$ cat config.mk
export PLATFORM = sky130hd
export DESIGN_NAME = uart_rx_frontend
export DESIGN_NICKNAME = d
export VERILOG_FILES = /design/src/rtl/uart_rx_pkg.sv /design/src/rtl/uart_rx_fifo.sv /design/src/rtl/uart_rx_frontend.sv
export SDC_FILE = /design/constraint.sdc
export NUM_CORES = 1
export LEC_CHECK = 0
export BUFFER_PORTS_ARGS = -buffer_cell sky130_fd_sc_hd__buf_2
export CORE_ASPECT_RATIO = 1.75
export CORE_MARGIN = 3
export CORE_UTILIZATION = 61
export DETAILED_ROUTE_END_ITERATION = 10
export PLACE_DENSITY = 0.82
export SLEW_MARGIN = 20
export SYNTH_ARGS = -nofsm -noshare
export SYNTH_HDL_FRONTEND = slang
export SYNTH_HIERARCHICAL = 1
export SYNTH_SLANG_ARGS = --single-unit
export TNS_END_PERCENT = 50
$ cat constraint.sdc
create_clock -name sysclk -period 3.4 [get_ports sysclk]
set_input_delay 0.68 -clock sysclk [delete_from_list [all_inputs] [get_ports sysclk]]
set_output_delay 0.68 -clock sysclk [all_outputs]
set_load 0.03 [all_outputs]
$ cat src/rtl/uart_rx_pkg.sv
// Shared types and constants for the UART receive front end.
// Frame geometry and FSM state encoding used by the top level and its bench.
package uart_rx_pkg;

    typedef enum logic [2:0] {
        IDLE,
        START,
        DATA,
        PARITY,
        STOP,
        BREAK
    } rx_state_t;

    localparam int OVERSAMPLE = 16;
    localparam int MID_SAMPLE = 7;
    localparam int DATA_BITS  = 8;

endpackage

$ cat src/rtl/uart_rx_fifo.sv
// Synchronous receive FIFO, head is presented combinationally from the register array.
// Latency: a push into an empty FIFO is visible at the head one sysclk later.
// Backpressure: push is taken when not full or when a pop happens in the same cycle; otherwise ignored.
module uart_rx_fifo #(
    parameter int DEPTH = 4,
    parameter int WIDTH = 8
) (
    input  logic                     sysclk,
    input  logic                     sysrst,
    input  logic                     push,
    input  logic [WIDTH-1:0]         push_dat,
    input  logic                     pop,
    output logic [WIDTH-1:0]         head_dat,
    output logic                     full,
    output logic                     empty,
    output logic [$clog2(DEPTH):0]   level
);

    localparam int AW = $clog2(DEPTH);
    localparam int LW = AW + 1;

    logic [WIDTH-1:0] mem [DEPTH];
    logic [AW-1:0]    wr_ptr;
    logic [AW-1:0]    rd_ptr;
    logic             do_push;
    logic             do_pop;

    assign empty    = (level == '0);
    assign full     = (level == LW'(DEPTH));
    assign do_pop   = pop && !empty;
    // When full, a simultaneous pop frees the slot being overwritten (wr_ptr == rd_ptr).
    assign do_push  = push && (!full || do_pop);
    assign head_dat = mem[rd_ptr];

    always_ff @(posedge sysclk) begin
        if (!sysrst) begin
            wr_ptr <= '0;
            rd_ptr <= '0;
            level  <= '0;
            for (int i = 0; i < DEPTH; i++) begin
                mem[i] <= '0;
            end
        end else begin
            if (do_push) begin
                mem[wr_ptr] <= push_dat;
                wr_ptr      <= wr_ptr + 1'b1;
            end
            if (do_pop) begin
                rd_ptr <= rd_ptr + 1'b1;
            end
            case ({do_push, do_pop})
                2'b10:   level <= level + 1'b1;
                2'b01:   level <= level - 1'b1;
                default: level <= level;
            endcase
        end
    end

endmodule

$ cat src/rtl/uart_rx_frontend.sv
// UART receive front end: RXD synchroniser, 16x oversampled 8N1 framer (8E1 when UART_RX_PARITY_EN is defined), receive FIFO.
// Latency: rx_valid rises one sysclk after the stop-bit mid sample of a frame landing in an empty FIFO.
// Backpressure: rx_valid/rx_ready pops the FIFO; a byte arriving to a full FIFO with no pop is dropped and sets overrun_err.
module uart_rx_frontend
    import uart_rx_pkg::*;
#(
    parameter int CLK_DIV    = 27,
    parameter int FIFO_DEPTH = 4
) (
    input  logic                          sysclk,
    input  logic                          sysrst,
    input  logic                          RXD,
    output logic [7:0]                    rx_data,
    output logic                          rx_valid,
    input  logic                          rx_ready,
    output logic [$clog2(FIFO_DEPTH):0]   rx_level,
    output logic                          frame_err,
    output logic                          overrun_err,
`ifdef UART_RX_PARITY_EN
    output logic                          parity_err,
`endif
    input  logic                          err_clr
);

    localparam int SW = $clog2(OVERSAMPLE);
    localparam int BW = $clog2(DATA_BITS);
    localparam logic [15:0]   DIV_LAST = 16'(CLK_DIV - 1);
    localparam logic [SW-1:0] MID      = SW'(MID_SAMPLE);
    localparam logic [BW-1:0] LAST_BIT = BW'(DATA_BITS - 1);

    logic                 rxd_m;
    logic                 rxd_s;
    logic [15:0]          tick_cnt;
    logic                 tick;
    logic [SW-1:0]        scnt;
    logic                 mid;
    rx_state_t            state;
    rx_state_t            nxt;
    logic [BW-1:0]        bit_idx;
    logic [DATA_BITS-1:0] shreg;
    logic                 go_start;
    logic                 push;
    logic                 frame_set;
    logic                 overrun_set;
    logic                 pop;
    logic                 fifo_full;
    logic                 fifo_empty;
`ifdef UART_RX_PARITY_EN
    logic                 par_set;
    logic                 par_bad;
`endif

    assign tick        = (tick_cnt == DIV_LAST);
    assign mid         = tick && (scnt == MID);
    assign rx_valid    = !fifo_empty;
    assign pop         = rx_valid && rx_ready;
    assign overrun_set = push && fifo_full && !pop;

    always_ff @(posedge sysclk) begin
        if (!sysrst) begin
            rxd_m <= 1'b1;
            rxd_s <= 1'b1;
        end else begin
            rxd_m <= RXD;
            rxd_s <= rxd_m;
        end
    end

    // Restarting the divider on the start edge puts every mid sample a fixed distance from it.
    always_ff @(posedge sysclk) begin
        if (!sysrst) begin
            tick_cnt <= '0;
            scnt     <= '0;
        end else begin
            if (go_start || tick) begin
                tick_cnt <= '0;
            end else begin
                tick_cnt <= tick_cnt + 1'b1;
            end
            if (go_start) begin
                scnt <= '0;
            end else if (tick && state != IDLE) begin
                scnt <= scnt + 1'b1;
            end
        end
    end

    always_ff @(posedge sysclk) begin
        if (!sysrst) begin
            state <= IDLE;
        end else begin
            state <= nxt;
        end
    end

    always_comb begin
        nxt       = state;
        go_start  = 1'b0;
        push      = 1'b0;
        frame_set = 1'b0;
`ifdef UART_RX_PARITY_EN
        par_set   = 1'b0;
`endif
        case (state)
            IDLE: begin
                if (!rxd_s) begin
                    nxt      = START;
                    go_start = 1'b1;
                end
            end
            START: begin
                if (mid) begin
                    nxt = rxd_s ? IDLE : DATA;
                end
            end
            DATA: begin
                if (mid && bit_idx == LAST_BIT) begin
`ifdef UART_RX_PARITY_EN
                    nxt = PARITY;
`else
                    nxt = STOP;
`endif
                end
            end
            PARITY: begin
`ifdef UART_RX_PARITY_EN
                if (mid) begin
                    nxt     = STOP;
                    par_set = ^{shreg, rxd_s};
                end
`else
                nxt = IDLE;
`endif
            end
            STOP: begin
                if (mid) begin
                    if (rxd_s) begin
`ifdef UART_RX_PARITY_EN
                        push = !par_bad;
`else
                        push = 1'b1;
`endif
                        nxt  = IDLE;
                    end else begin
                        frame_set = 1'b1;
                        nxt       = BREAK;
                    end
                end
            end
            BREAK: begin
                if (rxd_s) begin
                    nxt = IDLE;
                end
            end
            default: nxt = IDLE;
        endcase
    end

    always_ff @(posedge sysclk) begin
        if (!sysrst) begin
            bit_idx <= '0;
            shreg   <= '0;
        end else if (mid) begin
            if (state == START) begin
                bit_idx <= '0;
            end else if (state == DATA) begin
                bit_idx <= bit_idx + 1'b1;
                shreg   <= {rxd_s, shreg[DATA_BITS-1:1]};
            end
        end
    end

    // Error flags: a new event in the same cycle as err_clr keeps the flag set.
    always_ff @(posedge sysclk) begin
        if (!sysrst) begin
            frame_err   <= 1'b0;
            overrun_err <= 1'b0;
        end else begin
            frame_err   <= frame_set   || (frame_err   && !err_clr);
            overrun_err <= overrun_set || (overrun_err && !err_clr);
        end
    end

`ifdef UART_RX_PARITY_EN
    always_ff @(posedge sysclk) begin
        if (!sysrst) begin
            par_bad    <= 1'b0;
            parity_err <= 1'b0;
        end else begin
            if (go_start) begin
                par_bad <= 1'b0;
            end else if (state == PARITY && mid) begin
                par_bad <= par_set;
            end
            parity_err <= par_set || (parity_err && !err_clr);
        end
    end
`endif

    uart_rx_fifo #(
        .DEPTH (FIFO_DEPTH),
        .WIDTH (DATA_BITS)
    ) u_fifo (
        .sysclk   (sysclk),
        .sysrst   (sysrst),
        .push     (push),
        .push_dat (shreg),
        .pop      (pop),
        .head_dat (rx_data),
        .full     (fifo_full),
        .empty    (fifo_empty),
        .level    (rx_level)
    );

endmodule

==> results.toml, run 1 <==
[logic_synthesis]
synthAdderAreaFrac_pct = 2.20
syn_area_um2 = 3750
syn_inst = 344
ys_seq_area_share_pct = 50.7
ys_types = 61
synth_edf_count = 32
synth_top_family_by_area = "simple AND/OR/NAND/NOR gates"
yosys.area_share.simple_pct = 24.5
synth_compound_area_share_pct = 9.67
synth.mux.area_fraction_pct = 5.07
synth_seq_cells = 79
synth_area_per_cell_um2 = 10.9
ys.flop_type = "dfxtp_1"
synthXorXnorAreaFrac_pct = 4.67
syn-num-nets = 355
ys_warn_count = 6
ys_async_sr_fraction_pct = 0

[final_layout]
n_antenna_cell = 0
area_growth_pct = 7.80
seqCellArea_um2 = 1900
final_design_area_no_fill_um2 = 4050
nFillCells = 468
fin_nets = 372
utilization_pct = 68.3
multiInputGateArea_um2 = 1730
stdcell_count = 444
drive_gt1_share_pct = 16.1

[timing]
report.final.slew_viol_count = 0
finalSetupViolations = 0
hold_ws_ps = 414
worst_pin_slew_ps = 667
rsz0062_at_grt = "no"
hold_violations = 0
skew_ps = 4.26
setup_tns_ps = 0
fin_crit_sh_pct = 82.8
timing.slew.headroom_pct = 55.1
period_needed_ps = 2820
clock.fmax_mhz = 355

[routing]
met1_length_mm = 2.54
first_iter_violations = 86
drc = 0
firstDrtPassIters = 4
routedWlPerCell_um = 15.9
top_layer = "met4"
vias_per_cell = 5.78
routed_wl_mm = 7.08
antenna_left = 0
dr_wl_met2_mm = 4.15
vias = 2568
met3_length_um = 220

[worst_setup_path]
cp_max_fo = 11
critPathLaunchType = "flip-flop"
crit_required_ps = 3420
end_kind = "flip-flop"
reg2reg_slack_ps = 580
path_class = "reg -> reg"
worstPathArrival_ps = 2830

[flow_run]
cap_violations = 0

[grt]
grt-ovfl-total = 0
grt_pass1_vias = 2559
grt_antenna_before_repair = 0
groute.usage.overall_pct = 22.4
grt_max_degree = 27
grt_pass1_wl_mm = 12.0

[die]
ios = 19
initial_core_util_pct = 63.3
die_w_um = 65.3
core_area_um2 = 5930
die_area_um2 = 7170
die_h_um = 110
num_rows = 37

[cts]
numCtsBuffers = 9
cts_tree = "yes"
clk_latency_ps = 350
clk_pin_slew_ps = 70
cts_resized = 0
clockBufferDepth = 2
post_cts_buffers = 0
cts_sinks = 79
cts_root_buffer = "clkbuf_8"
htree_levels = 3
cts_hold_buffers = 0

[outcome]
status = "complete, no violations"

[placed_design]
portBuffers = 18
hpwlAfterDp_mm = 5.25
dp_cells = 428
gp_congestion = 0.833
placed_cell_area_um2 = 3890

[power_and_ir_drop]
leakagePower_nw = 1.43
ir_drop_mv = 0.373
power.density_nw_per_um2 = 412

[worst_hold_path]
hold_path_class = "reg -> reg"
layout by cell type (no fill, tap or decap), drive strengths merged, types with 4 or more instances in the layout:
cell | netlist | final
nand3 | 20 | 20
nand4 | 4 | 4
dfxtp | 47 | 47
edfxtp | 32 | 32
nor4 | 5 | 5
o31ai | 4 | 4
mux4 | 8 | 8
ha | 5 | 5
xor2 | 5 | 5
nand2b | 7 | 7
buf | 7 | 22
and3 | 6 | 6
a21oi | 13 | 13
inv | 10 | 10
xnor2 | 15 | 15
clkbuf | 9 | 11
nand2 | 14 | 14
and2 | 40 | 40
nor3 | 11 | 11
clkinv | 0 | 4
nor2 | 28 | 28
o21ai | 15 | 15
kinds of logic (layout without fill, tap and decap cells):
logic type               Yosys count  in the layout
buffers and inverters             26             48
XOR/XNOR                          20             20
adder cells (fa/ha/maj)            6              6
AO/OA/AOI/OAI                     53             53
AND/OR/NAND/NOR                  151            151
flip-flops                        79             79
multiplexers                       9              9
routing by layer:
metal  vias up  GRT usage [%]
met2        44           42.4
met1      1232           22.2
met4         0           10.4
met5         -              0
li1       1278              -
met3        14           5.62
state kept, by name (all words and copies together) (netlist names), named ones only:
signal	count
u_fifo/mem	32
tick_cnt	16
shreg	8
scnt	4
bit_idx	3
state	3
u_fifo/level	3
u_fifo/rd_ptr	2
u_fifo/wr_ptr	2
frame_err	1
overrun_err	1
rxd_m	1
rxd_s	1
layout make-up:
type | instances | area share [%]
Clock buffer | 11 | 3.25
Multi-Input combinational cell | 239 | 42.8
Timing Repair Buffer | 22 | 2.97
Inverter | 10 | 0.928
Tap cell | 78 | 2.41
Clock inverter | 5 | 0.649
Sequential cell | 79 | 47.0
metrics by stage:
stage	total power [mW]	setup WS (ps)
2_1_floorplan	1.09	733
3_3_place_gp	1.11	744
3_5_place_dp	1.11	581
4_1_cts	1.68	572
5_1_grt	1.73	227
6_report	1.67	583
path summary, 6_finish.rpt:
path	start	to	cells after the start
worst max-delay path	tick_cnt[0]	u_fifo/mem[0][0]	8
worst min-delay path	rxd_m	rxd_s	1
worst max register to register	tick_cnt[0]	u_fifo/mem[0][0]	8
worst min register to register	rxd_m	rxd_s	1
cells in the mapped netlist, types with 2 or more instances:
master / count / area share [%]
nand3_2: 2 / 0.53
edfxtp_1: 32 / 26
o31ai_1: 4 / 0.80
clkbuf_2: 2 / 0.27
a32o_1: 3 / 0.80
clkbuf_1: 7 / 0.70
nor4_4: 2 / 1.1
and2_1: 40 / 6.7
nor3_1: 11 / 1.5
ha_1: 5 / 1.7
nor4_1: 3 / 0.50
a21oi_1: 13 / 1.7
nand2_1: 14 / 1.4
buf_6: 2 / 0.60
or3_1: 3 / 0.50
inv_1: 10 / 1.0
nand2b_1: 7 / 1.2
o21ai_0: 15 / 2.0
a31oi_1: 2 / 0.33
buf_2: 4 / 0.53
nand3_1: 18 / 2.4
and3_4: 2 / 0.60
or4_1: 2 / 0.40
nor2_1: 28 / 2.8
dfxtp_1: 47 / 25
o21a_1: 2 / 0.40
mux4_2: 8 / 4.8
xnor2_1: 15 / 3.5
nand4_1: 2 / 0.33
and3_1: 4 / 0.67
xor2_1: 5 / 1.2
worst max-delay path, cell delays in order (launching register included):
cell and delay, ps:
dfxtp_1 340, inv_1 70, ha_1 140, nor3b_4 290, and2_1 220, and3_1 380, nand3_1 150, nor3_1 490
nand2b_1 390
power breakdown:
part           switching, mW  internal [mW]
sequential            0.0130           1.01
combinational         0.0450         0.0271
clock                  0.315          0.259
total                  0.373           1.29
No activity file was read; power rests on OpenSTA's default activity.
==> inputs of run 2 (changes only) <==
- ABC_AREA: not set -> 1
- clock period: 3.4 -> 2.66 ns (I/O delays scaled with it)
==> run 2 against run 1 <==
Against the previous run: utilization increased by 1.5 points; clock power increased by 69%; register-to-register slack got worse by 140 ps; area after synthesis decreased by 0.60%; routed wire length increased by 4.6%; worst hold slack got worse by 44 ps; combinational power increased to 3.7 times the previous value; critical endpoint is now u_fifo/mem[0][6].
==> results.toml, run 2 <==
[placed_design]
pre_cts_slack_ps = 475
dp_cells = 556
gp_congestion = 0.989
placed_cell_area_um2 = 3920
portBuffers = 18
hpwlAfterDp_mm = 5.52

[final_layout]
mostFrequentLayoutCell = "nor2_1"
reg.largest.list = "u_fifo/mem x32, tick_cnt x16, shreg x8"
n_antenna_cell = 0
utilization_pct = 69.8
stdcell_count = 572
regMostFlops = "u_fifo/mem"
area_growth_pct = 10.9
drive_gt1_share_pct = 13.4
largest_register_ffs = 32
nFillCells = 503
mostFrequentLayoutCells = "nor2_1, inv_1, nand2_1"
final_design_area_no_fill_um2 = 4140
fin_nets = 500

[worst_setup_path]
path_class = "reg -> reg"
cp_max_fo = 10
crit_required_ps = 2710
reg2reg_slack_ps = 440
worstPathArrival_ps = 2270
cp_slowest_cell = "dfxtp_1"
critPathLaunchType = "flip-flop"
cp_cell_sequence = "nor2_1 -> nand2_1 -> nor2_2 -> nand3_4 -> nor3_1 -> buf_4 -> nand3_4 -> inv_2 -> nand2_4 -> o21ai_1 -> buf_4"
end_kind = "flip-flop"
slowest_delay_ps = 340

[power_and_ir_drop]
internal_power_mw = 1.91
leakagePower_nw = 1.58
combPwrFrac_pct = 10.4
netSwitchingFraction_pct = 25.5
ir_drop_mv = 0.621
p_seq_share_pct = 52.0
power.density_nw_per_um2 = 621
p_switching_mw = 0.654
p_clk_share_pct = 37.6

[logic_synthesis]
synth_edf_count = 32
synth.top_cells.by_count = "nor2_1, inv_1, nand2_1"
ys_seq_area_share_pct = 51.0
ys.flop_type = "dfxtp_1"
ys_warn_count = 6
synth_top_area_share_pct = 25.8
yosys-top-cells-area = "edfxtp_1, dfxtp_1, nor2_1"
synth_area_per_cell_um2 = 8.09
ys_async_sr_fraction_pct = 0
syn_area_um2 = 3730
synth.most_common_cell = "nor2_1"
syn-num-nets = 472
syn_inst = 461
ys_types = 34
synth_top_area_cell = "edfxtp_1"
synth_seq_cells = 79

[die]
die_h_um = 109
core_area_um2 = 5930
initial_core_util_pct = 63.0
die_w_um = 65.1
ios = 19
num_rows = 37
die_area_um2 = 7130

[cts]
clk_pin_slew_ps = 80
clockBufferDepth = 2
htree_levels = 3
cts_resized = 0
clk_latency_ps = 350
cts_tree = "yes"
numCtsBuffers = 9
cts_hold_buffers = 0
cts_sinks = 79
post_cts_buffers = 0
cts_root_buffer = "clkbuf_8"

[timing]
rsz0062_at_grt = "no"
period_needed_ps = 2220
finalSetupViolations = 0
setup_tns_ps = 0
fin_crit_sh_pct = 83.5
fin_ws_ps = 440
clock.fmax_mhz = 450
report.final.slew_viol_count = 0
skew_ps = 9.97
timing.slew.headroom_pct = 68.8
worst_pin_slew_ps = 467
hold_violations = 0

[grt]
grt_antenna_before_repair = 0
grt_max_degree = 17
grt_pass1_wl_mm = 12.3
groute.usage.overall_pct = 22.5
grt_pass1_vias = 2898
grt-ovfl-total = 0

[routing]
first_iter_violations = 170
firstDrtPassIters = 4
routed_wl_mm = 7.40
vias = 2983
routedWlPerCell_um = 12.9
vias_per_cell = 5.22
drc = 0
antenna_left = 0

[outcome]
status = "complete, no violations"

[worst_hold_path]
hold_path_class = "in -> reg"

[flow_run]
cap_violations = 0
[run 2: final cells by class]
type                       instances  area (um2)  share of cell area, %
clock inverter                     7        97.6                   2.36
sequential                        79        1900                   46.0
inverter                          67         251                   6.08
clock buffer                       9         124                   2.99
multi-input combinational        307        1520                   36.8
tap                               78        97.6                   2.36
timing repair buffer              25         143                   3.45
[run 2: routing by layer]
layer / vias to the layer above / track usage (%) / wire length [um]
met1: 1365 / 20.7 / 2660
li1: 1551 / - / -
met2: 58 / 46.8 / 4400
met5: - / 0 / 0
met3: 9 / 4.60 / 231
met4: 0 / 7.57 / 107
[run 2: cell families (layout without fill, tap and decap cells)]
group	after synthesis	count (layout)	synth area share [%]
and+or+nand+nor	224	224	27.3
xor gates and xnor gates	4	4	0.939
DFF	79	79	51.0
buffers and inverters	75	108	8.22
adders and majority gates	6	6	2.21
AOI/OAI and AO/OA	73	73	10.3
[run 2: path summary, 6_finish.rpt]
path	startpoint	end	cells past startpoint
worst max register to register	tick_cnt[12]	u_fifo/mem[0][6]	11
worst min-delay path	RXD	rxd_m	2
worst max-delay path	tick_cnt[12]	u_fifo/mem[0][6]	11
worst min register to register	rxd_m	rxd_s	1
[run 2: stage by stage]
stage / hold slack [ps] / power [mW]
after floorplan: 393 / 1.56
after global routing: 359 / 2.67
after detailed placement: 410 / 1.62
final: 370 / 2.57
after global placement: 394 / 1.61
after CTS: 357 / 2.58
[run 2: worst max-delay path, delay by kind of cell (launching register included)]
kind / cells / cell delay [ps]
and+or+nand+nor: 7 / 980
buffers and inverters: 3 / 470
DFF: 1 / 340
AOI/OAI and AO/OA: 1 / 120
[run 2: power by group through the flow]
| stage | logic, mW | clock network (mW) | registers (mW) |
|---|---|---|---|
| after CTS | 0.266 | 0.980 | 1.33 |
| after global placement | 0.252 | 0 | 1.36 |
| after floorplan | 0.203 | 0 | 1.35 |
| after global routing | 0.302 | 1.03 | 1.34 |
| after detailed placement | 0.256 | 0 | 1.36 |
| final | 0.268 | 0.966 | 1.34 |
==> inputs of run 3 (changes only) <==
- CORE_UTILIZATION: 61 -> 55
- PLACE_DENSITY: 0.82 -> 0.79
- clock period: 2.66 -> 1.9 ns (I/O delays scaled with it)
==> run 3 against run 2 <==
Against the previous run: count of clock-buffer cells in the layout rose by 2; routed wire length rose by 29%; sequential share of layout area fell by 6.4 points; clock power rose by 73%; sequential power rose by 40%; critical path depth fell by 2; the flow now finishes with violations (negative setup slack); non-clock buffer count rose by 39; largest cell class unchanged; cell area rose by 17%; highest routed layer unchanged; utilization rose by 4.4 points; maximum frequency rose by 13%; via count rose by 12%; combinational power rose by 71%; critical path type unchanged.
==> results.toml, run 3 (synthesized netlist as in run 2, its figures left out) <==
[power_and_ir_drop]
p_switching_mw = 0.995
finalPower_mw = 3.99
power.density_nw_per_um2 = 823
p_seq_share_pct = 46.8
combPwrFrac_pct = 11.5
internal_power_mw = 3.00
netSwitchingFraction_pct = 24.9
p_clk_share_pct = 41.8
leakagePower_nw = 1.86
ir_drop_mv = 0.598

[final_layout]
largest_register_ffs = 32
nFillCells = 469
multiInputGateArea_um2 = 1790
reg.largest.list = "u_fifo/mem x32, tick_cnt x16, shreg x8"
area_growth_pct = 30.0
mostFrequentLayoutCells = "nor2_1, nand2_1, inv_1"
n_antenna_cell = 0
final_design_area_no_fill_um2 = 4850
seqCellArea_um2 = 1920
fin_nets = 540
drive_gt1_share_pct = 31.3
regMostFlops = "u_fifo/mem"
mostFrequentLayoutCell = "nor2_1"

[timing]
rsz0062_at_grt = "yes"
skew_ps = 10.6
clock.fmax_mhz = 508
period_needed_ps = 1970
finalSetupViolations = 26
fin_crit_sh_pct = 104
timing.slew.headroom_pct = 67.9
worst_pin_slew_ps = 479
hold_violations = 0
fin_ws_ps = -68.5
report.final.slew_viol_count = 0

[routing]
antenna_left = 0
vias_per_cell = 5.43
vias = 3344
routedWlPerCell_um = 15.5
drc = 0
first_iter_violations = 255
routed_wl_mm = 9.52
firstDrtPassIters = 5

[cts]
clk_pin_slew_ps = 60
clockBufferDepth = 2
cts_root_buffer = "clkbuf_16"
numCtsBuffers = 9
clk_latency_ps = 340
cts_hold_buffers = 0
cts_sinks = 79
cts_tree = "yes"
htree_levels = 3

[placed_design]
portBuffers = 18
hpwlAfterDp_mm = 6.43
gp_congestion = 0.879
pre_cts_slack_ps = -127
placed_cell_area_um2 = 4290

[grt]
grt_max_degree = 17
grt-ovfl-total = 0
groute.usage.overall_pct = 26.7
grt_antenna_before_repair = 0
grt_pass1_wl_mm = 15.3
grt_pass1_vias = 3487

[worst_setup_path]
cp_slowest_cell = "nor3_4"
cp_cell_sequence = "nor2_2 -> nand2_2 -> nor2_4 -> nand3_4 -> nor3_4 -> nand2_2 -> buf_6 -> o21ai_4 -> buf_6"
critPathLaunchType = "flip-flop"
cp_max_fo = 8
worstPathArrival_ps = 2020
end_kind = "flip-flop"
crit_required_ps = 1960
path_class = "reg -> reg"
slowest_delay_ps = 320

[die]
core_area_um2 = 6540
initial_core_util_pct = 57.1
die_w_um = 68.3
die_h_um = 115
num_rows = 39
ios = 19
die_area_um2 = 7850

[outcome]
violations = "negative setup slack"
status = "finished with violations"

[flow_run]
cap_violations = 0

[worst_hold_path]
hold_path_class = "in -> reg"
-- run 3: critical path: cells and delay by family (launching register included) --
family	cells	cell delay, ps
and+or+nand+nor	6	890
DFF	1	310
buffers and inverters	2	320
AOI/OAI and AO/OA	1	140
-- run 3: cell type report --
class,instances,area share [%]
Multi-Input combinational cell,307,36.8
Timing Repair inverter,1,0.155
Tap cell,82,2.11
Timing Repair Buffer,64,10.2
Inverter,67,5.31
Sequential cell,79,39.6
Clock buffer,11,4.80
Clock inverter,5,1.03
-- run 3: repair_timing --
item | in CTS | in global routing
resized for setup | 12 | 62
cloned | 0 | 1
setup buffers | 2 | 1
setup endpoints to repair | 43 | 63
pin swaps | 5 | 16
-- run 3: path summary, 6_finish.rpt --
path	slack [ps]	depth (start not counted)	startpoint	to
max	-70	9	tick_cnt[11]	u_fifo/mem[1][7]
min	220	2	RXD	rxd_m
max reg2reg	-70	9	tick_cnt[11]	u_fifo/mem[1][7]
min reg2reg	420	1	rxd_m	rxd_s
-- run 3: through the flow --
step | TNS, ps | hold WS [ps] | std cells | utilization, %
2_1_floorplan | -1200 | 393 | 461 | -
3_3_place_gp | -562 | 404 | 596 | 65.7
3_5_place_dp | -3000 | 409 | 596 | 65.7
4_1_cts | -17.5 | 220 | 614 | 71.0
5_1_grt | -3780 | 227 | 616 | 74.2
6_report | -1420 | 224 | 616 | 74.2
-- run 3: power by group through the flow --
stage	combinational (mW)	clock (mW)	sequential (mW)
6_report	0.458	1.67	1.87
5_1_grt	0.517	1.76	1.87
4_1_cts	0.450	1.67	1.86
3_5_place_dp	0.436	0	1.90
3_3_place_gp	0.421	0	1.90
2_1_floorplan	0.301	0	1.90
-- run 3: routing by layer --
metal	GRT usage, %	vias to the layer above	share of wire (%)
met5	0	-	0
met2	52.3	83	61
met4	18.2	0	5.2
met3	6.35	41	3.3
li1	-	1640	-
met1	21.1	1580	31
